<file path="config.mk">
export PLATFORM = sky130hd
export DESIGN_NAME = debounce_sync
export DESIGN_NICKNAME = d
export VERILOG_FILES = /design/src/rtl/debounce_sync.sv
export SDC_FILE = /design/constraint.sdc
export NUM_CORES = 1
export LEC_CHECK = 0
export ABC_AREA = 1
export BUFFER_PORTS_ARGS = -buffer_cell sky130_fd_sc_hd__buf_2
export CORE_AREA = 2 2 39 41
export CTS_BUF_LIST = sky130_fd_sc_hd__clkbuf_16
export DETAILED_ROUTE_END_ITERATION = 10
export DIE_AREA = 0 0 41 43
export MAX_ROUTING_LAYER = met4
export PLACE_DENSITY = 0.39
export REMOVE_ABC_BUFFERS = 1
export SYNTH_ARGS = -nofsm -noshare
export SYNTH_HDL_FRONTEND = slang
export SYNTH_SLANG_ARGS = --single-unit
</file>
<file path="constraint.sdc">
create_clock -name clk -period 2.1 [get_ports clk]
set_input_delay 0.105 -clock clk [delete_from_list [all_inputs] [get_ports clk]]
set_output_delay 0.105 -clock clk [all_outputs]
set_load 0.05 [all_outputs]
</file>
<file path="src/rtl/debounce_sync.sv">
// rtl/debounce_sync.sv - two-flop synchroniser plus counter debouncer with edge pulses
//
// Purpose:
//   Conditions a raw asynchronous 1-bit input, such as a button or switch.
//   The input passes through a two-flop synchroniser. The filtered level B
//   changes only after STABLE_CYCLES consecutive synchronised samples
//   disagree with it. On the edge where B changes, a one-cycle rise or fall
//   pulse is registered alongside the new level.
//
// Ports:
//   clk    in   1  clock; all state updates on posedge
//   rst_n  in   1  asynchronous active-low reset
//   A      in   1  raw asynchronous input
//   B      out  1  debounced level (registered)
//   rise   out  1  one-cycle pulse on B 0->1 (registered)
//   fall   out  1  one-cycle pulse on B 1->0 (registered)

module debounce_sync #(
  parameter int unsigned STABLE_CYCLES = 4,
  parameter bit          RESET_LEVEL   = 1'b0
) (
  input  logic clk,
  input  logic rst_n,
  input  logic A,
  output logic B,
  output logic rise,
  output logic fall
);

  localparam int CW = $clog2(STABLE_CYCLES + 1);
  // The count value on which the last confirming sample arrives.
  localparam logic [CW-1:0] LAST = CW'(STABLE_CYCLES - 1);

  typedef enum logic {
    IDLE  = 1'b0,
    COUNT = 1'b1
  } state_t;

  logic          s1;
  logic          s2;
  state_t        state;
  state_t        state_nxt;
  logic [CW-1:0] cnt;
  logic [CW-1:0] cnt_nxt;
  logic          b_nxt;
  logic          rise_nxt;
  logic          fall_nxt;

  // The raw input only ever reaches s1; everything downstream sees s2.
  always_ff @(posedge clk or negedge rst_n) begin
    if (!rst_n) begin
      s1 <= RESET_LEVEL;
      s2 <= RESET_LEVEL;
    end else begin
      s1 <= A;
      s2 <= s1;
    end
  end

  always_ff @(posedge clk or negedge rst_n) begin
    if (!rst_n) begin
      state <= IDLE;
      cnt   <= '0;
      B     <= RESET_LEVEL;
      rise  <= 1'b0;
      fall  <= 1'b0;
    end else begin
      state <= state_nxt;
      cnt   <= cnt_nxt;
      B     <= b_nxt;
      rise  <= rise_nxt;
      fall  <= fall_nxt;
    end
  end

  always_comb begin
    state_nxt = state;
    cnt_nxt   = cnt;
    b_nxt     = B;
    rise_nxt  = 1'b0;
    fall_nxt  = 1'b0;
    case (state)
      IDLE: begin
        if (s2 == B) begin
          cnt_nxt = '0;
        end else if (STABLE_CYCLES == 1) begin
          // A single disagreeing sample is enough; commit without counting.
          b_nxt    = s2;
          cnt_nxt  = '0;
          rise_nxt = s2;
          fall_nxt = ~s2;
        end else begin
          cnt_nxt   = CW'(1);
          state_nxt = COUNT;
        end
      end
      COUNT: begin
        if (s2 == B) begin
          // Bounce: throw away the partial count, no pulse.
          cnt_nxt   = '0;
          state_nxt = IDLE;
        end else if (cnt == LAST) begin
          b_nxt     = s2;
          cnt_nxt   = '0;
          state_nxt = IDLE;
          rise_nxt  = s2;
          fall_nxt  = ~s2;
        end else begin
          cnt_nxt = cnt + CW'(1);
        end
      end
      default: begin
        state_nxt = IDLE;
        cnt_nxt   = '0;
      end
    endcase
  end

endmodule

</file>
Word-level counts from Yosys, hierarchy flattened:

Cells that the tools add are included.

* add/subtract/negate cells: 1
* equality and inequality tests: 2
* muxes and demuxes: 14
* bitwise operators: 3
* reduce and logical (&&, ||, !) cells: 1

Operator list (count)
* $mux 1: 10
* $mux 3: 2
* $pmux 3 s2: 1
* $add 3x1->3 const B: 1
* $eq 3x2->1 const B: 1
* $not 1->1: 3
* $reduce_and 3->1: 1
* $pmux 1 s2: 1
* $eq 1x1->1: 1

* register bits: 9
* bits of input ports: 3
* output and inout bits: 3

Depth between registers and ports, before layout:

* word-level depth: 4
* gate-level depth with buffers: 5
* depth with buffers taken out: 5

Worst setup path before layout:

No wires, ideal clock.

* path type: register -> register
* start: register B
* end: register cnt[1]
* setup time: 115 ps
* arrival: 950 ps
* path slack: 1035 ps
* stages on the path, launching flop included: 6
* path through: dfrtp_1 > inv_1 > nand2_1 > nand2_1 > nand2_1 > nor2_1

* longest elaborated chain between the ends: 3

RTL lines
* start, declared: RTL line 25 `output logic B,`
* start signal, assigned: RTL line 70 `B <= b_nxt;`
* $eq 1x1->1: RTL line 98 `if (s2 == B) begin`
* $mux 3: RTL line 98
* $pmux 3 s2: RTL line 82 `case (state)`
* named net cnt_nxt[1]: RTL line 44 `logic [CW-1:0] cnt_nxt;`
* end signal, assigned: RTL line 69 `cnt <= cnt_nxt;`
* end, declared: RTL line 43 `logic [CW-1:0] cnt;`

The timed path passes the listed nets, and every way through them passes these cells.
A chain may end at the register's enable or synchronous reset.

Worst setup path in the final report:

* start: register B
* end: output port B

No word-level cell between the ends.

==> key figures <==
Pwr
  • Sw frac: 28.0%
  • Pwr per Cell Area: 1450 nW/um2
  • Clk network pwr share: 49.6%
  • Seq pwr share: 33.4%
  • Max IR drop VDD: 606 uV
  • P_int: 494 uW
  • Net switching power: 192 uW
  • Combinational share of power: 16.9%
  • Leak: 0.253 nW

Drt
  • DRT Pass-1 Iters: 1
  • Final ANT Viol Nets: 0
  • Final WL: 493 um
  • DRC Markers: 0
  • Via density per instance: 3.83
  • Via Count: 222
  • DR WL/cell: 8.50 um
  • Initial DRC count: 0

Min path
  • Hold Crit Class: input pin to asynchronous set/reset pin

Yosys
  • Synthesized flop and latch total: 9
  • Register area share after synthesis: 69.0%
  • Distinct cell type count after synthesis: 9
  • Syn_area_per_cell: 10.5 um2
  • Cell count after synthesis: 31
  • Synth Cell Area: 327 um2
  • Yosys warns: 0

Critical path
  • Buf/Inv on CP: 1
  • Largest stage delay on the critical path: 0.37 ns
  • WP data arrival: 0.89 ns
  • Highest-delay cell along the critical path: dfrtp_1
  • Worst path top cell family by delay: flip-flops
  • Startpoint types: flip-flop
  • Crit Path Max Fanout: 4
  • Crit path required time: 2.00 ns
  • Cell Chain, Critical Path: buf_2
  • CP Capture Type: primary output
  • Kind of critical path: flip-flop to primary output

Cells and area
  • Share of layout cells above drive strength 1: 26.2%
  • Area Overhead vs Synth: 44.4%
  • FF+latch area: 225 um2
  • Finished Cell Area: 472 um2
  • Area of the multi-input gates: 78.8 um2
  • Final Util: 34.1%
  • Antenna Cells: 0
  • Net count reported at finish: 47
  • Non-filler cells, final: 58
  • # fillers: 138
  • Most common cell after layout, fill and taps aside: dfrtp_1
  • Most frequent cells in the layout: dfrtp_1 (9), nand2_1 (7), inv_1 (5), nor2_1 (5), buf_2 (5)

Clock tree
  • Worst skew pair latency: 0.24 ns
  • Number of buffers created by CTS: 3
  • Setup bufs post-CTS: 0
  • Root buffer cell: clkbuf_16
  • Maximum root-to-sink buffer count: 2
  • CTS H-tree lvls: 1
  • Sink Count: 9
  • CTS tree: built
  • Reg clk slew, reported paths: 0.04 ns

Die
  • FP Rows: 14
  • Vert. Die Dim: 43 um
  • Core area: 1380 um2
  • Area of the die: 1760 um2
  • Die width: 41 um
  • Initial Utilization: 23.6%
  • I/O pins: 6

Placed design
  • Inst Count DP: 52
  • Port Buffers: 5
  • Gp weighted congestion: 0.755
  • Dpl cell area: 372 um2
  • Post-DP HPWL: 338 um

STA
  • Fmax: 1000 MHz
  • Slew headroom: 83.4%
  • Worst-Margin Slew: 0.250 ns
  • Final Max Slew Viols: 0
  • Unrepaired setup endpoints after global routing: false
  • Final period util: 47.4%
  • Setup violations, final: 0
  • Setup TNS: 0 ns
  • Final clock skew: 0.00141 ns
  • Final Critical Period: 0.996 ns
  • Final Hold Viols: 0

Global routing
  • Global-route wire length before repair: 814 um
  • Largest net degree at the start of global routing: 10
  • Total congestion overflow: 0
  • Vias in the first global route: 214
  • Initial antenna violation count: 0
  • Gr usage total: 8.64%

Run
  • Max Cap Viol: 0

Status
  • Status: finished clean
cell families after synthesis:
group	count (synthesis)	synth area share (%)
AO/OA/AOI/OAI	1	1.53
adder cells (fa/ha/maj)	1	3.83
buffers and inverters	6	6.90
flip-flops	9	69.0
AND/OR/NAND/NOR	14	18.8
final timing paths:
| kind | cells after the start | to | slack, ns | start |
|---|---|---|---|---|
| worst max-delay path | 1 | B | 1.10 | B$_DFFE_PN0P_ |
| worst min-delay path | 2 | state$_DFF_PN0_ | 0.24 | rst_n |
| worst max register to register | 3 | cnt[2]$_DFF_PN0_ | 1.12 | cnt[0]$_DFF_PN0_ |
| worst min register to register | 0 | s2$_DFF_PN0_ | 0.35 | s1$_DFF_PN0_ |
| max in group asynchronous | 2 | cnt[0]$_DFF_PN0_ | 1.69 | rst_n |
| min in group clk | 0 | s2$_DFF_PN0_ | 0.35 | s1$_DFF_PN0_ |
per-layer routing:
| layer | vias to the layer above | track usage (%) | part of all wire [%] |
|---|---|---|---|
| met5 | - | - | 0 |
| met4 | 0 | 14.0 | 8.1 |
| met3 | 5 | 4.71 | 8.5 |
| met2 | 8 | 8.75 | 39 |
| met1 | 97 | 8.33 | 44 |
| li1 | 112 | - | - |
synthesized netlist by cell type:
cell type  count  share of area, %
dfrtp_1        9                69
nand2_1        7               8.0
inv_1          5               5.7
nor2_1         5               5.7
ha_1           1               3.8
inv_2          1               1.1
nand3_2        1               3.1
o21ai_1        1               1.5
or2_1          1               1.9
metrics by stage:
stage / worst slack (ns) / hold WS, ns / power [mW]
2_1_floorplan: 1.04 / -0.191 / 0.316
3_3_place_gp: 1.14 / -0.0382 / 0.341
3_5_place_dp: 1.12 / -0.0352 / 0.346
4_1_cts: 1.10 / 0.243 / 0.694
5_1_grt: 1.06 / 0.268 / 0.718
6_report: 1.10 / 0.239 / 0.686
state kept, by name, summed over array words and instances, names as in the netlist:
signal,flops
B,1
cnt,3
fall,1
rise,1
s1,1
s2,1
state,1
power by group through the flow:
stage	logic [mW]	clock network [mW]	registers, mW
final	0.116	0.340	0.229
after global routing	0.132	0.355	0.232
after CTS	0.118	0.347	0.229
after detailed placement	0.114	0	0.232
after global placement	0.111	0	0.230
after floorplan	0.0552	0	0.261
layout make-up:
class                   count  area share (%)
multi-input cells          16            16.7
flip-flops and latches      9            47.7
clock inverters             1            1.06
repair buffers              7            9.55
clock buffers               3            15.9
well taps                  16            4.24
inverters                   6            4.77
repair_timing:
item / 4_1_cts / 5_1_grt
resized for setup: 0 / 0
endpoints found under the hold margin: 10 / 0
hold buffers: 2 / 0
No activity file was read; power rests on OpenSTA's default activity.
